<file path="src/rtl/load_store_unit_if.sv">
// Request, response and data-memory signal bundle for the load/store unit.
// The LSU connects through the slave modport and its environment through the master modport.
interface load_store_unit_if #(
  parameter int ADDR_W = 32
);
  logic              req_valid;
  logic              req_ready;
  logic              req_we;
  logic [2:0]        req_funct3;
  logic [ADDR_W-1:0] req_addr;
  logic [31:0]       req_wdata;
  logic              resp_valid;
  logic              resp_ready;
  logic [31:0]       resp_rdata;
  logic              resp_err;
  logic [31:0]       mem_addr;
  logic              mem_read;
  logic              mem_write;
  logic [31:0]       mem_wdata;
  logic [31:0]       mem_rdata;

  modport slave (
    input  req_valid, req_we, req_funct3, req_addr, req_wdata, resp_ready, mem_rdata,
    output req_ready, resp_valid, resp_rdata, resp_err, mem_addr, mem_read, mem_write, mem_wdata
  );

  modport master (
    output req_valid, req_we, req_funct3, req_addr, req_wdata, resp_ready, mem_rdata,
    input  req_ready, resp_valid, resp_rdata, resp_err, mem_addr, mem_read, mem_write, mem_wdata
  );
endinterface

</file>
<file path="src/rtl/load_store_unit.sv">
// Memory-stage load/store unit: byte-addressed requests to word memory, RMW sub-word stores.
// Define LSU_MISALIGN_TRAP_EN to fault misaligned H/HU/W accesses instead of aligning them down.
module load_store_unit #(
  parameter int MEM_WORDS = 1000,
  parameter int ADDR_W    = 32
) (
  input  logic            clk,
  input  logic            reset,
  load_store_unit_if.slave bus
);
  localparam logic [2:0] IDLE   = 3'd0;
  localparam logic [2:0] LOAD   = 3'd1;
  localparam logic [2:0] RMW_RD = 3'd2;
  localparam logic [2:0] WRITE  = 3'd3;
  localparam logic [2:0] RESP   = 3'd4;

  localparam logic [2:0] F3_B  = 3'b000;
  localparam logic [2:0] F3_H  = 3'b001;
  localparam logic [2:0] F3_W  = 3'b010;
  localparam logic [2:0] F3_BU = 3'b100;
  localparam logic [2:0] F3_HU = 3'b101;

  logic [2:0]        state_q, state_d;
  logic [ADDR_W-1:0] addr_q, addr_d;
  logic [2:0]        funct3_q, funct3_d;
  logic [31:0]       merged_q, merged_d;
  logic [31:0]       rdata_q, rdata_d;
  logic              err_q, err_d;

  logic              fault;
  logic [ADDR_W-1:0] addr_aligned;
  logic              rd_en, wr_en;

  function automatic logic [31:0] extend_load(input logic [31:0] word, input logic [2:0] f3,
                                              input logic [1:0] ofs);
    logic [7:0]  b;
    logic [15:0] h;
    b = word[{ofs, 3'b000} +: 8];
    h = word[{ofs[1], 4'b0000} +: 16];
    case (f3)
      F3_B:    return {{24{b[7]}}, b};
      F3_BU:   return {24'h0, b};
      F3_H:    return {{16{h[15]}}, h};
      F3_HU:   return {16'h0, h};
      default: return word;
    endcase
  endfunction

  function automatic logic [31:0] merge_store(input logic [31:0] word, input logic [31:0] wdata,
                                              input logic [2:0] f3, input logic [1:0] ofs);
    logic [31:0] m;
    m = word;
    case (f3)
      F3_B:    m[{ofs, 3'b000} +: 8]    = wdata[7:0];
      F3_H:    m[{ofs[1], 4'b0000} +: 16] = wdata[15:0];
      default: m = wdata;
    endcase
    return m;
  endfunction

  always_comb begin
    fault = (bus.req_funct3 == 3'b011) || (bus.req_funct3 == 3'b110) ||
            (bus.req_funct3 == 3'b111) ||
            (bus.req_we && (bus.req_funct3 == F3_BU || bus.req_funct3 == F3_HU)) ||
            ((bus.req_addr >> 2) >= ADDR_W'(MEM_WORDS));
`ifdef LSU_MISALIGN_TRAP_EN
    if (((bus.req_funct3 == F3_H || bus.req_funct3 == F3_HU) && bus.req_addr[0]) ||
        (bus.req_funct3 == F3_W && bus.req_addr[1:0] != 2'b00))
      fault = 1'b1;
`endif
    // Untrapped misaligned accesses silently drop the low offset bits
    case (bus.req_funct3)
      F3_H, F3_HU: addr_aligned = {bus.req_addr[ADDR_W-1:1], 1'b0};
      F3_W:        addr_aligned = {bus.req_addr[ADDR_W-1:2], 2'b00};
      default:     addr_aligned = bus.req_addr;
    endcase
  end

  always_comb begin
    state_d  = state_q;
    addr_d   = addr_q;
    funct3_d = funct3_q;
    merged_d = merged_q;
    rdata_d  = rdata_q;
    err_d    = err_q;
    case (state_q)
      IDLE: begin
        if (bus.req_valid) begin
          addr_d   = addr_aligned;
          funct3_d = bus.req_funct3;
          merged_d = bus.req_wdata;
          rdata_d  = 32'h0;
          err_d    = fault;
          if (fault)                       state_d = RESP;
          else if (!bus.req_we)            state_d = LOAD;
          else if (bus.req_funct3 == F3_W) state_d = WRITE;
          else                             state_d = RMW_RD;
        end
      end
      LOAD: begin
        rdata_d = extend_load(bus.mem_rdata, funct3_q, addr_q[1:0]);
        state_d = RESP;
      end
      RMW_RD: begin
        // merged_q still holds the right-aligned store data here
        merged_d = merge_store(bus.mem_rdata, merged_q, funct3_q, addr_q[1:0]);
        state_d  = WRITE;
      end
      WRITE:   state_d = RESP;
      RESP:    if (bus.resp_ready) state_d = IDLE;
      default: state_d = IDLE;
    endcase
  end

  always_ff @(posedge clk) begin
    if (reset) begin
      state_q <= IDLE;
      rdata_q <= 32'h0;
      err_q   <= 1'b0;
    end else begin
      state_q <= state_d;
      rdata_q <= rdata_d;
      err_q   <= err_d;
    end
  end

  always_ff @(posedge clk) begin
    addr_q   <= addr_d;
    funct3_q <= funct3_d;
    merged_q <= merged_d;
  end

  // Reset gates the memory strobes so an interrupted RMW never commits
  assign rd_en = !reset && (state_q == LOAD || state_q == RMW_RD);
  assign wr_en = !reset && (state_q == WRITE);

  assign bus.req_ready  = (state_q == IDLE);
  assign bus.resp_valid = (state_q == RESP);
  assign bus.resp_rdata = rdata_q;
  assign bus.resp_err   = err_q;
  assign bus.mem_read   = rd_en;
  assign bus.mem_write  = wr_en;
  assign bus.mem_addr   = (rd_en || wr_en) ? 32'(addr_q >> 2) : 32'h0;
  assign bus.mem_wdata  = wr_en ? merged_q : 32'h0;
endmodule

</file>
<file path="src/flat_wrapper.sv">
// flat-port wrapper written by rule: the top's interface ports become plain ports
module load_store_unit_flat 
#(
  parameter int MEM_WORDS = 1000,
  parameter int ADDR_W    = 32
)
  (clk, reset, bus_req_valid, bus_req_we, bus_req_funct3, bus_req_addr, bus_req_wdata, bus_resp_ready, bus_mem_rdata, bus_req_ready, bus_resp_valid, bus_resp_rdata, bus_resp_err, bus_mem_addr, bus_mem_read, bus_mem_write, bus_mem_wdata);
  load_store_unit_if #(.ADDR_W(ADDR_W)) bus_i ();
  input  logic clk;
  input  logic reset;
  input wire logic [$bits(bus_i.req_valid)-1:0] bus_req_valid;
  input wire logic [$bits(bus_i.req_we)-1:0] bus_req_we;
  input wire logic [$bits(bus_i.req_funct3)-1:0] bus_req_funct3;
  input wire logic [$bits(bus_i.req_addr)-1:0] bus_req_addr;
  input wire logic [$bits(bus_i.req_wdata)-1:0] bus_req_wdata;
  input wire logic [$bits(bus_i.resp_ready)-1:0] bus_resp_ready;
  input wire logic [$bits(bus_i.mem_rdata)-1:0] bus_mem_rdata;
  output wire logic [$bits(bus_i.req_ready)-1:0] bus_req_ready;
  output wire logic [$bits(bus_i.resp_valid)-1:0] bus_resp_valid;
  output wire logic [$bits(bus_i.resp_rdata)-1:0] bus_resp_rdata;
  output wire logic [$bits(bus_i.resp_err)-1:0] bus_resp_err;
  output wire logic [$bits(bus_i.mem_addr)-1:0] bus_mem_addr;
  output wire logic [$bits(bus_i.mem_read)-1:0] bus_mem_read;
  output wire logic [$bits(bus_i.mem_write)-1:0] bus_mem_write;
  output wire logic [$bits(bus_i.mem_wdata)-1:0] bus_mem_wdata;
  assign bus_i.req_valid = bus_req_valid;
  assign bus_i.req_we = bus_req_we;
  assign bus_i.req_funct3 = bus_req_funct3;
  assign bus_i.req_addr = bus_req_addr;
  assign bus_i.req_wdata = bus_req_wdata;
  assign bus_i.resp_ready = bus_resp_ready;
  assign bus_i.mem_rdata = bus_mem_rdata;
  assign bus_req_ready = bus_i.req_ready;
  assign bus_resp_valid = bus_i.resp_valid;
  assign bus_resp_rdata = bus_i.resp_rdata;
  assign bus_resp_err = bus_i.resp_err;
  assign bus_mem_addr = bus_i.mem_addr;
  assign bus_mem_read = bus_i.mem_read;
  assign bus_mem_write = bus_i.mem_write;
  assign bus_mem_wdata = bus_i.mem_wdata;
  load_store_unit #(.MEM_WORDS(MEM_WORDS), .ADDR_W(ADDR_W)) u_core (.clk(clk), .reset(reset), .bus(bus_i));
endmodule
</file>
<file path="config.mk">
export PLATFORM = sky130hd
export DESIGN_NAME = load_store_unit_flat
export DESIGN_NICKNAME = d
export VERILOG_FILES = /design/src/rtl/load_store_unit_if.sv /design/src/rtl/load_store_unit.sv /design/src/flat_wrapper.sv
export SDC_FILE = /design/constraint.sdc
export NUM_CORES = 1
export LEC_CHECK = 0
export ABC_AREA = 1
export ABC_CLOCK_PERIOD_IN_PS = 6300
export BUFFER_PORTS_ARGS = -buffer_cell sky130_fd_sc_hd__buf_2
export CORE_AREA = 2 2 124 126
export CTS_BUF_LIST = sky130_fd_sc_hd__clkbuf_16
export DETAILED_ROUTE_END_ITERATION = 8
export DIE_AREA = 0 0 126 128
export MAX_ROUTING_LAYER = met4
export PLACE_DENSITY = 0.65
export SLEW_MARGIN = 10
export SYNTH_ARGS = -nofsm -noshare
export SYNTH_HDL_FRONTEND = slang
export SYNTH_SLANG_ARGS = --single-unit
</file>
<file path="constraint.sdc">
create_clock -name clk -period 6.3 [get_ports clk]
set_input_delay 1.26 -clock clk [delete_from_list [all_inputs] [get_ports clk]]
set_output_delay 1.26 -clock clk [all_outputs]
set_load 0.02 [all_outputs]
</file>
==> results.md <==
Outcome:
- The run finished with clean final reports.

Power and ir drop:
- Summing internal, switching and leakage power gives about 1500 µW.
- The total power divided by cell area is 215.4 nW/µm².
- The share of total power dissipated in sequential elements is 0.503.
- The clock group share of total power is 0.365.
- The switching power of the nets is 434.0 µW.
- The cell-internal power is ~1100 µW.
- The leakage dissipation is ~0.0035 µW.
- The net switching share of the total power is 0.2815.
- The share of power burned in combinational logic is 0.132.
- IR analysis of the VDD net gives a maximum drop of 170.3 µV.

GRT:
- The first global-routing pass estimated ~27000 µm of wire.
- Entering global routing, the biggest net connects 48 pins.
- The number of global-route vias before repair is 5099.
- The initial antenna violation count is 4.
- The total grt overflow is 0.
- The combined global-route utilization of all metal layers is 0.2177.

Worst setup path:
- The class of the most critical setup path is input port to output pin.
- The critical-path maximum fanout is 36.
- The critical path data required time is around 5.0 ns.
- For flop-to-flop paths, the worst setup slack is 3.08 ns.
- For the worst flop-to-flop path, the logic depth is 5.
- The worst flop-to-flop path endpoint is u_core.merged_q[7].
- The worst setup path is launched from an input port.
- Data arrives at the worst endpoint at 3.05 ns.
- The kind of end point of the critical path is an output pin.
- In this run the critical register-to-register path is launched from u_core.funct3_q[1].

Clocking:
- Clock tree synthesis found a total of about 100 sinks.
- The clock tree synthesis step divided the H-tree into 3 levels.
- Buffers inserted to repair hold after CTS numbered 0.
- The deepest clock path buffer count is 2.
- The later pin in the worst-skew pair is clocked with a latency of around 0.36 ns.
- The number of buffers created by CTS is 9.
- The number of buffers inserted to repair setup after CTS is 0.
- The post-cts sizing count is 0.
- The clock tree from TritonCTS is done.
- The CTS clock-pin slew for the worst setup and hold paths is around 0.070 ns.
- In this run the clock root is driven by a sky130_fd_sc_hd__clkbuf_16.

Timing:
- Headroom to the max-slew limit came out at 0.2986.
- The number of pins exceeding their max-slew limit in the final report is 0.
- Setup violations remaining at the end of the flow were counted as 0.
- On the final layout, the worst hold slack is between 0.4 and 0.5 ns.
- The worst path in the final design needs a cycle of 4.306 ns, including I/O delays and setup.
- The number of endpoints with negative hold slack in the final report is 0.
- For the final database, setup skew stands at roughly 0.007 ns.
- Dividing the final minimum period by the clock period gives 0.6835.
- Derived from the worst setup path, the maximum achievable clock frequency is approximately 230 MHz.
- The transition time at the pin with the least slew margin is 1.051 ns.
- Setup repair after global routing left no endpoint under its margin.
- The setup total negative slack is 0 ns.
- The worst-case setup margin in the final layout is about 2.0 ns.

Worst hold path:
- The hold path depth is 2.
- The classification of the worst-slack hold path is register to register.
- For hold timing, the worst endpoint is u_core.bus.resp_rdata[13].
- The startpoint of the tightest hold check path is u_core.bus.resp_rdata[13].

Synth:
- The average cell area after synthesis is approximately 7.6 µm².
- The register bit total from synthesis is around 100.
- The share of synthesized registers carrying an async set or reset is 0.
- In the synthesized netlist, the cells that appear most often are 136 x sky130_fd_sc_hd__nand2_1, 104 x sky130_fd_sc_hd__inv_1, 100 x sky130_fd_sc_hd__nor2_1.
- The warning count from the yosys run is 0.
- The prevailing post-synth register cell is sky130_fd_sc_hd__edfxtp_1.
- The largest total area in the synthesized netlist belongs to sky130_fd_sc_hd__edfxtp_1.
- The netlist uses 39 different library cells.
- The number of cells produced by synthesis is ~760.
- Of the post-synthesis cell area, the dominant cell type holds 0.3481.
- The most common cell in the synthesized netlist is sky130_fd_sc_hd__nand2_1.
- The synthesized netlist occupies a cell area of 5781 µm².
- The sequential share of the synthesized area is 0.4727.
- The number of enable-type register cells in the synthesized netlist is 67.
- In the post-synthesis netlist, the biggest area contributors are sky130_fd_sc_hd__edfxtp_1 35%, sky130_fd_sc_hd__dfxtp_1 12%, sky130_fd_sc_hd__nand2_1 8.8%.

Placed design:
- The congestion estimate from routability-driven global placement came to around 1.
- The detailed placer's ending HPWL is 13510 µm.
- The worst slack after detailed placement is roughly 2 ns.
- Buffers placed on the I/O ports in this run total approximately 200.

Cells and area:
- Compared with the post-synthesis result, the final layout area differs by 23.83%.
- Counting the fill cells in the layout gives 1523.
- The final layout contains roughly 1000 nets.
- The fraction of final layout cells with drive strength greater than 1 is 0.2607.

Die:
- The die boundary height is 128 µm.
- The horizontal die dimension is around 130 µm.
- The number of top-level pins is just over 200.
- The area of the die is between 15000 and 20000 µm².
- The number of standard-cell rows in the floorplan is 45.
- The starting utilization of the core area is 0.3889.
- The floorplan step defined a core boundary enclosing between 10000 and 15000 µm².

Detailed routing:
- The first detailed-routing pass ran for 6 iterations.
- The number of DRC violations after detailed-routing iteration 0 is approximately 470.
- Across all layers, the routed design uses ~5600 vias.
- The final layout contains routed wiring with a total length of about 17000 µm.
- The residual DRC count is 0.
- The wire length per cell is ~15 µm.
- The number of vias per cell after detailed routing is between 4 and 5.
- The detail route stage leaves a number of antenna-violating nets equal to 0.

Flow run:
- Across the run, the number of max-cap violations was 0.
-- per-stage QoR --
step                      cells  cell area [µm²]    util
after floorplan             760             5784       -
after global placement     1108             6837  0.4599
after detailed placement   1108             6837  0.4599
after CTS                  1124             7143  0.4806
after global routing       1128             7158  0.4816
final                      1128             7158  0.4816
-- layout by cell type (no fill, tap or decap), types with 2 or more instances in the layout --
master	Yosys	layout
sky130_fd_sc_hd__o21ai_0	44	43
sky130_fd_sc_hd__o211ai_1	7	7
sky130_fd_sc_hd__diode_2	0	4
sky130_fd_sc_hd__inv_6	0	2
sky130_fd_sc_hd__buf_4	4	2
sky130_fd_sc_hd__o21ai_2	4	4
sky130_fd_sc_hd__inv_1	104	104
sky130_fd_sc_hd__edfxtp_1	67	67
sky130_fd_sc_hd__clkbuf_16	0	9
sky130_fd_sc_hd__inv_2	4	4
sky130_fd_sc_hd__buf_2	13	202
sky130_fd_sc_hd__o21ai_1	8	9
sky130_fd_sc_hd__ha_1	5	5
sky130_fd_sc_hd__nand2_2	4	4
sky130_fd_sc_hd__nand3_1	37	37
sky130_fd_sc_hd__dfxtp_1	36	36
sky130_fd_sc_hd__a21oi_1	91	91
sky130_fd_sc_hd__o21a_1	2	2
sky130_fd_sc_hd__conb_1	1	2
sky130_fd_sc_hd__a22oi_1	8	8
sky130_fd_sc_hd__nand2_1	136	136
sky130_fd_sc_hd__a2bb2oi_1	6	6
sky130_fd_sc_hd__nor2_4	1	3
sky130_fd_sc_hd__inv_8	0	2
sky130_fd_sc_hd__nor3_1	11	11
sky130_fd_sc_hd__nor2_1	100	98
sky130_fd_sc_hd__clkinv_8	0	2
sky130_fd_sc_hd__o22ai_1	24	24
sky130_fd_sc_hd__nor2_2	3	3
-- per-layer routing --
layer | part of all wire | track usage
met5 | 0 | -
met3 | 0.086 | 0.05134
met1 | 0.42 | 0.2772
met2 | 0.46 | 0.3387
met4 | 0.032 | 0.08339
-- critical path, cell delays in order --
cell	delay (ns)
sky130_fd_sc_hd__buf_2	0.51
sky130_fd_sc_hd__nor3_2	0.13
sky130_fd_sc_hd__nor2_2	0.84
sky130_fd_sc_hd__nor2_1	0.10
sky130_fd_sc_hd__buf_2	0.20
-- power by group through the flow --
stage	logic, µW	registers [µW]	clock network (µW)
6_report	203	775	563
5_1_grt	227	779	601
4_1_cts	202	775	574
3_5_place_dp	200	791	0
3_3_place_gp	200	790	0
2_1_floorplan	131	782	0
-- cell type report --
cell class                      instances  area, µm²  share of cell area
Tap cell                              188      235.2             0.03286
Inverter                              110      415.4             0.05803
Timing Repair Buffer                  204       1026              0.1433
Antenna cell                            4      10.01            0.001398
Multi-Input combinational cell        503       2432              0.3398
Clock buffer                            9      225.2             0.03146
Clock inverter                          7      81.33             0.01136
Sequential cell                       103       2733              0.3818
-- state kept, by name, indices dropped and copies added, names as in the netlist --
| register | flops |
|---|---|
| u_core.addr_q | 32 |
| u_core.bus.resp_err | 1 |
| u_core.bus.resp_rdata | 32 |
| u_core.funct3_q | 3 |
| u_core.merged_q | 32 |
| u_core.state_q | 3 |
-- how the worst max path moves through the flow --
| stage | start | end | slack, ns |
|---|---|---|---|
| CTS | reset | bus_mem_addr[25] | 1.94 |
| floorplan | bus_req_valid | u_core.merged_q[0] | 2.51 |
| finish | reset | bus_mem_addr[25] | 1.99 |
| global placement | reset | bus_mem_addr[19] | 2.05 |
| detailed placement | reset | bus_mem_addr[25] | 1.95 |
| global route | reset | bus_mem_addr[19] | 1.69 |
-- cells by family (layout without fill, tap and decap cells) --
family,Yosys count,after routing,synth area share
other,1,6,0.0006487
AND/OR/NAND/NOR,298,298,0.2139
flip-flops,103,103,0.4727
AO/OA/AOI/OAI,198,198,0.1922
buffers and inverters,154,330,0.1097
adder cells (fa/ha/maj),5,5,0.01082
Note: power is estimated with default switching activity, not from simulation.
